--- config.mk ---
export PLATFORM = sky130hd
export DESIGN_NAME = hazard_unit_flat
export DESIGN_NICKNAME = d
export VERILOG_FILES = /design/src/rtl/cpu_pkg.sv /design/src/rtl/hazard_unit_if.sv /design/src/rtl/hazard_fwd_sel.sv /design/src/rtl/hazard_unit.sv /design/src/flat_wrapper.sv
export SDC_FILE = /design/constraint.sdc
export NUM_CORES = 1
export LEC_CHECK = 0
export BUFFER_PORTS_ARGS = -buffer_cell sky130_fd_sc_hd__buf_2
export CAP_MARGIN = 10
export CORE_AREA = 2 2 106 108
export DETAILED_ROUTE_END_ITERATION = 10
export DIE_AREA = 0 0 108 110
export GPL_TIMING_DRIVEN = 0
export PLACE_DENSITY_LB_ADDON = 0.12
export SLEW_MARGIN = 40
export SYNTH_ARGS = -nofsm -noshare
export SYNTH_HDL_FRONTEND = slang
export SYNTH_SLANG_ARGS = --single-unit
--- constraint.sdc ---
create_clock -name clk -period 2.4 [get_ports clk]
set_input_delay 0.24 -clock clk [delete_from_list [all_inputs] [get_ports clk]]
set_output_delay 0.24 -clock clk [all_outputs]
set_load 0.01 [all_outputs]
--- src/rtl/cpu_pkg.sv ---
// Shared pipeline definitions: register/data widths, the zero register and the
// destination tag carried alongside each in-flight instruction.
package cpu_pkg;

  localparam int NREG_W = 5;
  localparam int DATA_W = 32;

  localparam logic [NREG_W-1:0] REG_ZERO = '0;

  typedef struct packed {
    logic              reg_en;
    logic              mem_read;
    logic [NREG_W-1:0] waddr;
  } tag_t;

  // Decode bubbles keep mem_read set, so liveness depends only on reg_en and waddr.
  function automatic logic tag_live(input tag_t t);
    return t.reg_en && (t.waddr != REG_ZERO);
  endfunction

endpackage

--- src/rtl/hazard_unit_if.sv ---
// Decode-side operand request / forwarding bundle between the pipeline
// (master) and the hazard unit (slave).
interface hazard_unit_if
  import cpu_pkg::*;
();

  logic [NREG_W-1:0] de_rs_addr;
  logic [NREG_W-1:0] de_rt_addr;
  logic [DATA_W-1:0] rf_rs_data;
  logic [DATA_W-1:0] rf_rt_data;
  logic              ex_reg_en;
  logic              ex_mem_read;
  logic [NREG_W-1:0] ex_reg_waddr;
  logic [DATA_W-1:0] ex_result;
  logic [DATA_W-1:0] mem_result;
  logic [DATA_W-1:0] wb_result;
  logic [DATA_W-1:0] de_rs_data;
  logic [DATA_W-1:0] de_rt_data;
  logic              stall;
  logic [31:0]       stall_cnt;

  modport master (
    output de_rs_addr, de_rt_addr, rf_rs_data, rf_rt_data,
    output ex_reg_en, ex_mem_read, ex_reg_waddr,
    output ex_result, mem_result, wb_result,
    input  de_rs_data, de_rt_data, stall, stall_cnt
  );

  modport slave (
    input  de_rs_addr, de_rt_addr, rf_rs_data, rf_rt_data,
    input  ex_reg_en, ex_mem_read, ex_reg_waddr,
    input  ex_result, mem_result, wb_result,
    output de_rs_data, de_rt_data, stall, stall_cnt
  );

endinterface

--- src/rtl/hazard_fwd_sel.sv ---
// Per-operand producer match, EX > MEM > WB > regfile priority select and
// hazard flag. HAZARD_FORWARD_EN selects bypassing; otherwise interlock only.
module hazard_fwd_sel
  import cpu_pkg::*;
(
  input  logic [NREG_W-1:0] addr,
  input  logic [DATA_W-1:0] rf_data,
  input  tag_t              ex_tag,
  input  tag_t              mem_tag,
  input  tag_t              wb_tag,
  input  logic [DATA_W-1:0] ex_result,
  input  logic [DATA_W-1:0] mem_result,
  input  logic [DATA_W-1:0] wb_result,
  output logic [DATA_W-1:0] data,
  output logic              hazard
);

  logic ex_hit;
  logic mem_hit;
  logic wb_hit;

  always_comb begin
    ex_hit  = (addr != REG_ZERO) && tag_live(ex_tag)  && (ex_tag.waddr  == addr);
    mem_hit = (addr != REG_ZERO) && tag_live(mem_tag) && (mem_tag.waddr == addr) && !ex_hit;
    wb_hit  = (addr != REG_ZERO) && tag_live(wb_tag)  && (wb_tag.waddr  == addr) && !ex_hit
              && !mem_hit;
  end

`ifdef HAZARD_FORWARD_EN
  logic unused_fwd;
  assign unused_fwd = wb_tag.mem_read;

  // A load's value is not on ex_result/mem_result, so EX/MEM load hits stall instead.
  always_comb begin
    data   = rf_data;
    hazard = 1'b0;
    if (ex_hit) begin
      if (ex_tag.mem_read) hazard = 1'b1;
      else                 data   = ex_result;
    end else if (mem_hit) begin
      if (mem_tag.mem_read) hazard = 1'b1;
      else                  data   = mem_result;
    end else if (wb_hit) begin
      data = wb_result;
    end
  end
`else
  logic unused_fwd;
  assign unused_fwd = ^{ex_result, mem_result, wb_result,
                        ex_tag.mem_read, mem_tag.mem_read, wb_tag.mem_read};

  always_comb begin
    data   = rf_data;
    hazard = ex_hit || mem_hit || wb_hit;
  end
`endif

endmodule

--- src/rtl/hazard_unit.sv ---
// Hazard detection and forwarding for the 5-stage pipeline: shadow MEM/WB tag
// pipeline, per-operand selectors, stall OR and saturating stall counter.
// Optional bypassing is enabled by defining HAZARD_FORWARD_EN.
module hazard_unit
  import cpu_pkg::*;
(
  input  logic          clk,
  input  logic          resetn,
  hazard_unit_if.slave  hif
);

  tag_t        ex_tag;
  tag_t        mem_tag_d, mem_tag_q;
  tag_t        wb_tag_d,  wb_tag_q;
  logic [31:0] stall_cnt_d, stall_cnt_q;
  logic        rs_hazard, rt_hazard;
  logic        stall;

  always_comb begin
    ex_tag.reg_en   = hif.ex_reg_en;
    ex_tag.mem_read = hif.ex_mem_read;
    ex_tag.waddr    = hif.ex_reg_waddr;
  end

  hazard_fwd_sel u_rs_sel (
    .addr       (hif.de_rs_addr),
    .rf_data    (hif.rf_rs_data),
    .ex_tag     (ex_tag),
    .mem_tag    (mem_tag_q),
    .wb_tag     (wb_tag_q),
    .ex_result  (hif.ex_result),
    .mem_result (hif.mem_result),
    .wb_result  (hif.wb_result),
    .data       (hif.de_rs_data),
    .hazard     (rs_hazard)
  );

  hazard_fwd_sel u_rt_sel (
    .addr       (hif.de_rt_addr),
    .rf_data    (hif.rf_rt_data),
    .ex_tag     (ex_tag),
    .mem_tag    (mem_tag_q),
    .wb_tag     (wb_tag_q),
    .ex_result  (hif.ex_result),
    .mem_result (hif.mem_result),
    .wb_result  (hif.wb_result),
    .data       (hif.de_rt_data),
    .hazard     (rt_hazard)
  );

  // Tags advance unconditionally: on a stall decode feeds a bubble into EX.
  always_comb begin
    mem_tag_d   = ex_tag;
    wb_tag_d    = mem_tag_q;
    stall       = rs_hazard || rt_hazard;
    stall_cnt_d = stall_cnt_q;
    if (stall && (stall_cnt_q != 32'hFFFF_FFFF)) stall_cnt_d = stall_cnt_q + 32'd1;
  end

  always_ff @(posedge clk or negedge resetn) begin
    if (!resetn) begin
      mem_tag_q   <= '0;
      wb_tag_q    <= '0;
      stall_cnt_q <= '0;
    end else begin
      mem_tag_q   <= mem_tag_d;
      wb_tag_q    <= wb_tag_d;
      stall_cnt_q <= stall_cnt_d;
    end
  end

  assign hif.stall     = stall;
  assign hif.stall_cnt = stall_cnt_q;

endmodule

--- src/flat_wrapper.sv ---
// flat-port wrapper written by rule: the top's interface ports become plain ports
module hazard_unit_flat import cpu_pkg::*;
  (clk, resetn, hif_de_rs_addr, hif_de_rt_addr, hif_rf_rs_data, hif_rf_rt_data, hif_ex_reg_en, hif_ex_mem_read, hif_ex_reg_waddr, hif_ex_result, hif_mem_result, hif_wb_result, hif_de_rs_data, hif_de_rt_data, hif_stall, hif_stall_cnt);
  hazard_unit_if hif_i ();
  input  logic clk;
  input  logic resetn;
  input wire logic [$bits(hif_i.de_rs_addr)-1:0] hif_de_rs_addr;
  input wire logic [$bits(hif_i.de_rt_addr)-1:0] hif_de_rt_addr;
  input wire logic [$bits(hif_i.rf_rs_data)-1:0] hif_rf_rs_data;
  input wire logic [$bits(hif_i.rf_rt_data)-1:0] hif_rf_rt_data;
  input wire logic [$bits(hif_i.ex_reg_en)-1:0] hif_ex_reg_en;
  input wire logic [$bits(hif_i.ex_mem_read)-1:0] hif_ex_mem_read;
  input wire logic [$bits(hif_i.ex_reg_waddr)-1:0] hif_ex_reg_waddr;
  input wire logic [$bits(hif_i.ex_result)-1:0] hif_ex_result;
  input wire logic [$bits(hif_i.mem_result)-1:0] hif_mem_result;
  input wire logic [$bits(hif_i.wb_result)-1:0] hif_wb_result;
  output wire logic [$bits(hif_i.de_rs_data)-1:0] hif_de_rs_data;
  output wire logic [$bits(hif_i.de_rt_data)-1:0] hif_de_rt_data;
  output wire logic [$bits(hif_i.stall)-1:0] hif_stall;
  output wire logic [$bits(hif_i.stall_cnt)-1:0] hif_stall_cnt;
  assign hif_i.de_rs_addr = hif_de_rs_addr;
  assign hif_i.de_rt_addr = hif_de_rt_addr;
  assign hif_i.rf_rs_data = hif_rf_rs_data;
  assign hif_i.rf_rt_data = hif_rf_rt_data;
  assign hif_i.ex_reg_en = hif_ex_reg_en;
  assign hif_i.ex_mem_read = hif_ex_mem_read;
  assign hif_i.ex_reg_waddr = hif_ex_reg_waddr;
  assign hif_i.ex_result = hif_ex_result;
  assign hif_i.mem_result = hif_mem_result;
  assign hif_i.wb_result = hif_wb_result;
  assign hif_de_rs_data = hif_i.de_rs_data;
  assign hif_de_rt_data = hif_i.de_rt_data;
  assign hif_stall = hif_i.stall;
  assign hif_stall_cnt = hif_i.stall_cnt;
  hazard_unit u_core (.clk(clk), .resetn(resetn), .hif(hif_i));
endmodule
==> flow_metrics.tcl, run 1 <==
set metrics [dict create \
    synthFlopType "dfrtp_1" \
    root_buffer "clkbuf_8" \
    rr_startpoint "u_core.hif.stall_cnt[14]" \
    drt_iter0_markers 63 \
    cts_tree "done" \
    antenna_found_initial 0 \
    grt_pass1_wl_um 10900 \
    h-tree-depth 2 \
    min_from "hif_ex_reg_en" \
    avgSynthCellArea_um2 9.92 \
    synth.largest_area_cell "dfrtp_1" \
    timing.final.ws_setup_ns 0.125 \
    grt_util_all_layers_pct 11.6 \
    power.density_nw_per_um2 546 \
    hold_end "u_core.mem_tag_q[6]" \
    endpoint_kind "primary output" \
    p_total_w 0.00205 \
    crit_fanout 10 \
    cts-buffers-inserted 5 \
    synth.ff_latch_count 44 \
    clock_sinks 44 \
    max-vdd-ir-drop_mv 0.259 \
    drive_gt1_share_pct 49.9 \
    critPathRequiredTime_ns 2.16 \
    drt_wl_total_um 6970 \
    die_w_um 108 \
    postRouteAntennaNets 0 \
    firstDrtPassIters 4 \
    vias 2348 \
    hold_viol_final 0 \
    fin_crit_ns 2.28 \
    clk_latency_ns 0.30 \
    synth_top_cells_by_area "dfrtp_1 39%, buf_4 17%, xnor2_1 13%, nand4_1 5.6%, xor2_1 4.4%" \
    area_delta_synth_final_pct 34.2 \
    clockBufferDepth 2 \
    start_util_pct 26.2 \
    async_flop_share_pct 100 \
    core_area_um2 10700 \
    maxCapViolCount 0 \
    rows 38 \
    gp_congestion 0.792 \
    ff2ff_setup_slack_ns 0.21 \
    max_slew.worst_pin.slew_ns 0.574 \
    grt_max_degree 45 \
    die_h_um 110 \
    rr_endpoint "u_core.hif.stall_cnt[1]" \
    yosysMostFrequentCell "buf_4" \
    yosysWarnings 0 \
    skew_ns 0.00485 \
    gr-total-overflow 0 \
    netlist_instances 282 \
    portBuffers 114 \
    synth_edf_count 0 \
    place_worst_setup_slack_ns -0.0307 \
    hold_class "input port to flip-flop" \
    path_clk_slew_ns 0.09 \
    dp_hpwl_um 5500 \
    syn_nets 462 \
    cp.arrival_ns 2.04 \
    synth_top_area_share_pct 39.4 \
    r2r_cells 7 \
    setup_viol 0 \
    num_io_pins 276 \
    drc_errors 0 \
    ys_seq_area_share_pct 39.4 \
    wl_per_cell_um 12.8 \
    drv_slew 0 \
    diodes 0 \
    leakage_nw 1.87 \
    post_synth_num_cell_types 31 \
    layout_worst_path_cycle_share_pct 94.8 \
    min_path_cells 1 \
    netlist_top_cells_count "64 x buf_4, 44 x dfrtp_1, 43 x xnor2_1, 25 x nand4_1, 15 x nand3_1" \
    syn_area_um2 2800 \
    worstSetupStartpointType "flip-flop" \
    critPathKind "flip-flop to primary output" \
    status "finished clean" \
    slew_headroom_pct 61.8 \
    viasPerCell 4.31 \
    grt_pass1_vias 2170 \
    fmax_ghz 0.440 \
    final_nets 584 \
    die_area_um2 11900 \
]
worst max-delay path, stage by stage (launching register included):
cell	delay (ns)
dfrtp_1	0.42
or4_1	0.52
o221ai_1	0.25
nand3_2	0.16
clkbuf_4	0.23
buf_2	0.15
cell families after synthesis:
| kind of cell | after synthesis | synth area share [%] |
|---|---|---|
| muxes | 3 | 1.48 |
| and+or+nand+nor | 95 | 19.9 |
| xor gates and xnor gates | 57 | 17.8 |
| AOI/OAI and AO/OA | 7 | 1.83 |
| adders and majority gates | 1 | 0.447 |
| buffers and inverters | 75 | 19.1 |
| DFF | 44 | 39.4 |
flip-flops by register name (all words and copies together) (netlist names):
| name | count |
|---|---|
| u_core.wb_tag_q | 6 |
| u_core.mem_tag_q | 6 |
| u_core.hif.stall_cnt | 32 |
how the worst max path moves through the flow:
stage | startpoint | cells after the start | slack [ns] | end
finish | u_core.wb_tag_q[1] | 5 | 0.12 | hif_stall
global route | u_core.wb_tag_q[1] | 5 | -0.005 | hif_stall
CTS | u_core.wb_tag_q[1] | 5 | 0.06 | hif_stall
detailed placement | u_core.hif.stall_cnt[4] | 7 | -0.03 | u_core.hif.stall_cnt[1]
global placement | u_core.hif.stall_cnt[4] | 7 | -0.03 | u_core.hif.stall_cnt[1]
floorplan | u_core.hif.stall_cnt[0] | 8 | 0.34 | u_core.hif.stall_cnt[1]
per-stage QoR:
step                TNS [ns]  hold slack [ns]  std cells  instance area (µm²)  util (%)
floorplan                  0          -0.0556        282                 2800         -
global placement     -0.0326            0.381        536                 3540      33.1
detailed placement   -0.0307            0.289        536                 3550      33.1
CTS                        0           0.0704        544                 3720      34.8
global route        -0.00546           0.0611        545                 3750      35.1
finish                     0           0.0708        545                 3750      35.1
cell type report:
cell class                      count  area [µm²]
Tap cell                          140         175
Sequential cell                    44        1100
Inverter                            4        15.0
Clock inverter                      3        90.1
Fill cell                        1112        6940
Timing Repair Buffer              116         591
Multi-Input combinational cell    163        1190
Buffer                             70         518
Clock buffer                        5        68.8
layout by cell type, fill, tap and decap left out, types with 5 or more instances in the layout:
cell type | Yosys | routed
and3_1 | 13 | 12
buf_2 | 4 | 116
buf_4 | 64 | 66
clkbuf_8 | 0 | 5
dfrtp_1 | 44 | 44
nand2_1 | 6 | 6
nand3_1 | 15 | 15
nand4_1 | 25 | 25
nor2_1 | 8 | 7
nor4_1 | 7 | 6
or4_1 | 5 | 5
xnor2_1 | 43 | 43
xor2_1 | 14 | 14
metal layers:
metal	vias to the layer above	share of wire (%)	routed length (µm)	global-route usage, %
li1	1159	-	-	-
met1	1075	40	2810	14.7
met2	108	51	3560	20.8
met3	6	7.7	537	2.12
met4	0	0.86	60	2.75
met5	-	0	0	0
power breakdown:
| part | internal [W] | leakage (nW) | switching [W] |
|---|---|---|---|
| combinational | 0.000217 | 1.21 | 0.000194 |
| clock | 0.000521 | 0.0784 | 0.000271 |
| sequential | 0.000783 | 0.580 | 0.0000606 |
| total | 0.00152 | 1.87 | 0.000526 |
repair_timing:
item | CTS | global route
gates resized for setup | 2 | 5
hold buffers | 1 | 0
pin swaps | 0 | 1
endpoints found under the hold margin | 44 | 0
buffers inserted | 0 | 1
setup endpoints to repair | 2 | 22
gates cloned | 0 | 0
No activity file was read; power rests on OpenSTA's default activity.
==> run 2: changes to the inputs <==
==> constraint.sdc (replaced) <==
create_clock -name clk -period 2.9 [get_ports clk]
set_input_delay 0.29 -clock clk [delete_from_list [all_inputs] [get_ports clk]]
set_output_delay 0.29 -clock clk [all_outputs]
set_load 0.01 [all_outputs]
==> run 2 against run 1 <==
Against the previous run:
- the flow now finishes with violations (negative hold slack)
- non-clock buffer count fell by 1
- clock skew fell by 0.00059 ns
- flip-flop and latch count did not move
- wire length barely moved
- worst setup slack improved by 0.34 ns
- design area fell by 1.3%
- register-to-register slack improved by 0.26 ns
- die area did not move
- power fell by 17%
- worst hold slack got worse by 0.085 ns
- critical path depth rose by 2
- largest power group unchanged
- highest routed layer unchanged
==> flow_metrics.tcl, run 2 (synthesized netlist as in run 1, its figures left out) <==
set metrics [dict create \
    status "complete, but fails checks" \
    violations "negative hold slack" \
    setup_viol 0 \
    slew_headroom_pct 61.7 \
    stdcell_count 544 \
    final_cell_mix "117 x buf_2, 65 x buf_4, 44 x dfrtp_1" \
    diodes 0 \
    postRouteAntennaNets 0 \
    grt_util_all_layers_pct 11.6 \
    grt_pass1_wl_um 10800 \
    power.density_nw_per_um2 457 \
    drive_gt1_share_pct 48.8 \
    path_buf_inv 0 \
    endpoint_kind "flip-flop" \
    hold_viol_final 44 \
    clk_latency_ns 0.30 \
    placedCellCount 536 \
    core_area_um2 10700 \
    drt_iter0_markers 49 \
    cts_tree "done" \
    setup-tns-final_ns 0 \
    timing.final.ws_setup_ns 0.466 \
    nFillCells 1116 \
    worstSetupStartpointType "flip-flop" \
    max-vdd-ir-drop_mv 0.213 \
    cp.arrival_ns 2.62 \
    viasPerCell 4.31 \
    vias 2345 \
    drc_errors 0 \
    cts.repair.resized 0 \
    postCtsHoldBufs 0 \
    wl_per_cell_um 12.8 \
    die_area_um2 11900 \
    layout_worst_path_cycle_share_pct 83.9 \
    maxCapViolCount 0 \
    skew_ns 0.00426 \
    clock_sinks 44 \
    drt_wl_total_um 6970 \
    h-tree-depth 2 \
    critPathRequiredTime_ns 3.09 \
    grt_max_degree 45 \
    crit_family "simple AND/OR/NAND/NOR gates" \
    slowest_delay_ns 0.50 \
    gp_congestion 0.792 \
    cts-buffers-inserted 5 \
    root_buffer "clkbuf_8" \
    final_nets 583 \
    dp_hpwl_um 5500 \
    clockBufferDepth 2 \
    gr-total-overflow 0 \
    critPathKind "flip-flop to flip-flop" \
    path_clk_slew_ns 0.09 \
    firstDrtPassIters 3 \
    crit_fanout 9 \
    leakage_nw 1.84 \
    hold_class "input port to asynchronous set/reset pin" \
    post_cts_buffers 0 \
    rsz0062_at_grt "no" \
    hold_ws_ns -0.0146 \
    path_cells "nand4_1, nor4_1, nand2_1, nor2_1, nand4_2, and2_4, mux2_4" \
    portBuffers 114 \
    antenna_found_initial 0 \
    grt_pass1_vias 2154 \
    largest_register_ffs 32 \
    num_io_pins 276 \
    max_slew.worst_pin.slew_ns 0.575 \
    start_util_pct 26.2 \
    fin_crit_ns 2.43 \
    final_common_cell "buf_2" \
    place_worst_setup_slack_ns 0.469 \
    die_w_um 108 \
    die_h_um 110 \
    slowest_stage "nor4_1" \
    fmax_ghz 0.411 \
    drv_slew 0 \
    area_delta_synth_final_pct 32.4 \
    rows 38 \
]
run 2: cell type report:
cell class | instances | area, µm² | share of cell area [%]
well taps | 140 | 175 | 4.73
multi-input cells | 163 | 1160 | 31.4
clock buffers | 5 | 68.8 | 1.86
plain buffers | 71 | 519 | 14.0
repair buffers | 114 | 573 | 15.5
inverters | 4 | 15.0 | 0.405
flip-flops and latches | 44 | 1100 | 29.7
clock inverters | 3 | 90.1 | 2.43
run 2: layer usage:
layer / GRT usage [%] / vias to the layer above / part of all wire (%)
met3: 2.12 / 6 / 7.4
met2: 20.6 / 104 / 51
met5: 0 / - / 0
met1: 14.7 / 1080 / 41
met4: 2.75 / 0 / 0.86
li1: - / 1155 / -
run 2: power breakdown:
group	internal, W	switching [W]
clock	0.000431	0.000225
sequential	0.000648	0.0000508
combinational	0.000177	0.000160
total	0.00126	0.000436
run 2: final timing paths:
path / startpoint / to / slack, ns / cells past startpoint
min in group clk: hif_ex_reg_en / u_core.mem_tag_q[6] / 0.12 / 1
hold reg to reg: u_core.mem_tag_q[6] / u_core.wb_tag_q[6] / 0.41 / 0
setup reg to reg: u_core.hif.stall_cnt[4] / u_core.hif.stall_cnt[1] / 0.47 / 7
setup / recovery: u_core.hif.stall_cnt[4] / u_core.hif.stall_cnt[1] / 0.47 / 7
hold / removal: resetn / u_core.hif.stall_cnt[21] / -0.01 / 1
max in group asynchronous: resetn / u_core.hif.stall_cnt[1] / 2.53 / 1
run 2: worst reg2reg max path, cell delays in order (launching register included):
cell and delay [ns]:
dfrtp_1 0.45, nand4_1 0.18, nor4_1 0.50, nand2_1 0.15, nor2_1 0.18, nand4_2 0.29, and2_4 0.29, mux2_4 0.29
run 2: through the flow:
stage                     hold slack [ns]  cell area [µm²]  power, W  util [%]
final                             -0.0146             3700   0.00169      34.6
after global placement              0.381             3540   0.00105      33.1
after global routing               0.0373             3700   0.00178      34.6
after CTS                         0.00706             3700   0.00172      34.6
after floorplan                  -0.00559             2800  0.000908         -
after detailed placement            0.339             3550   0.00105      33.1
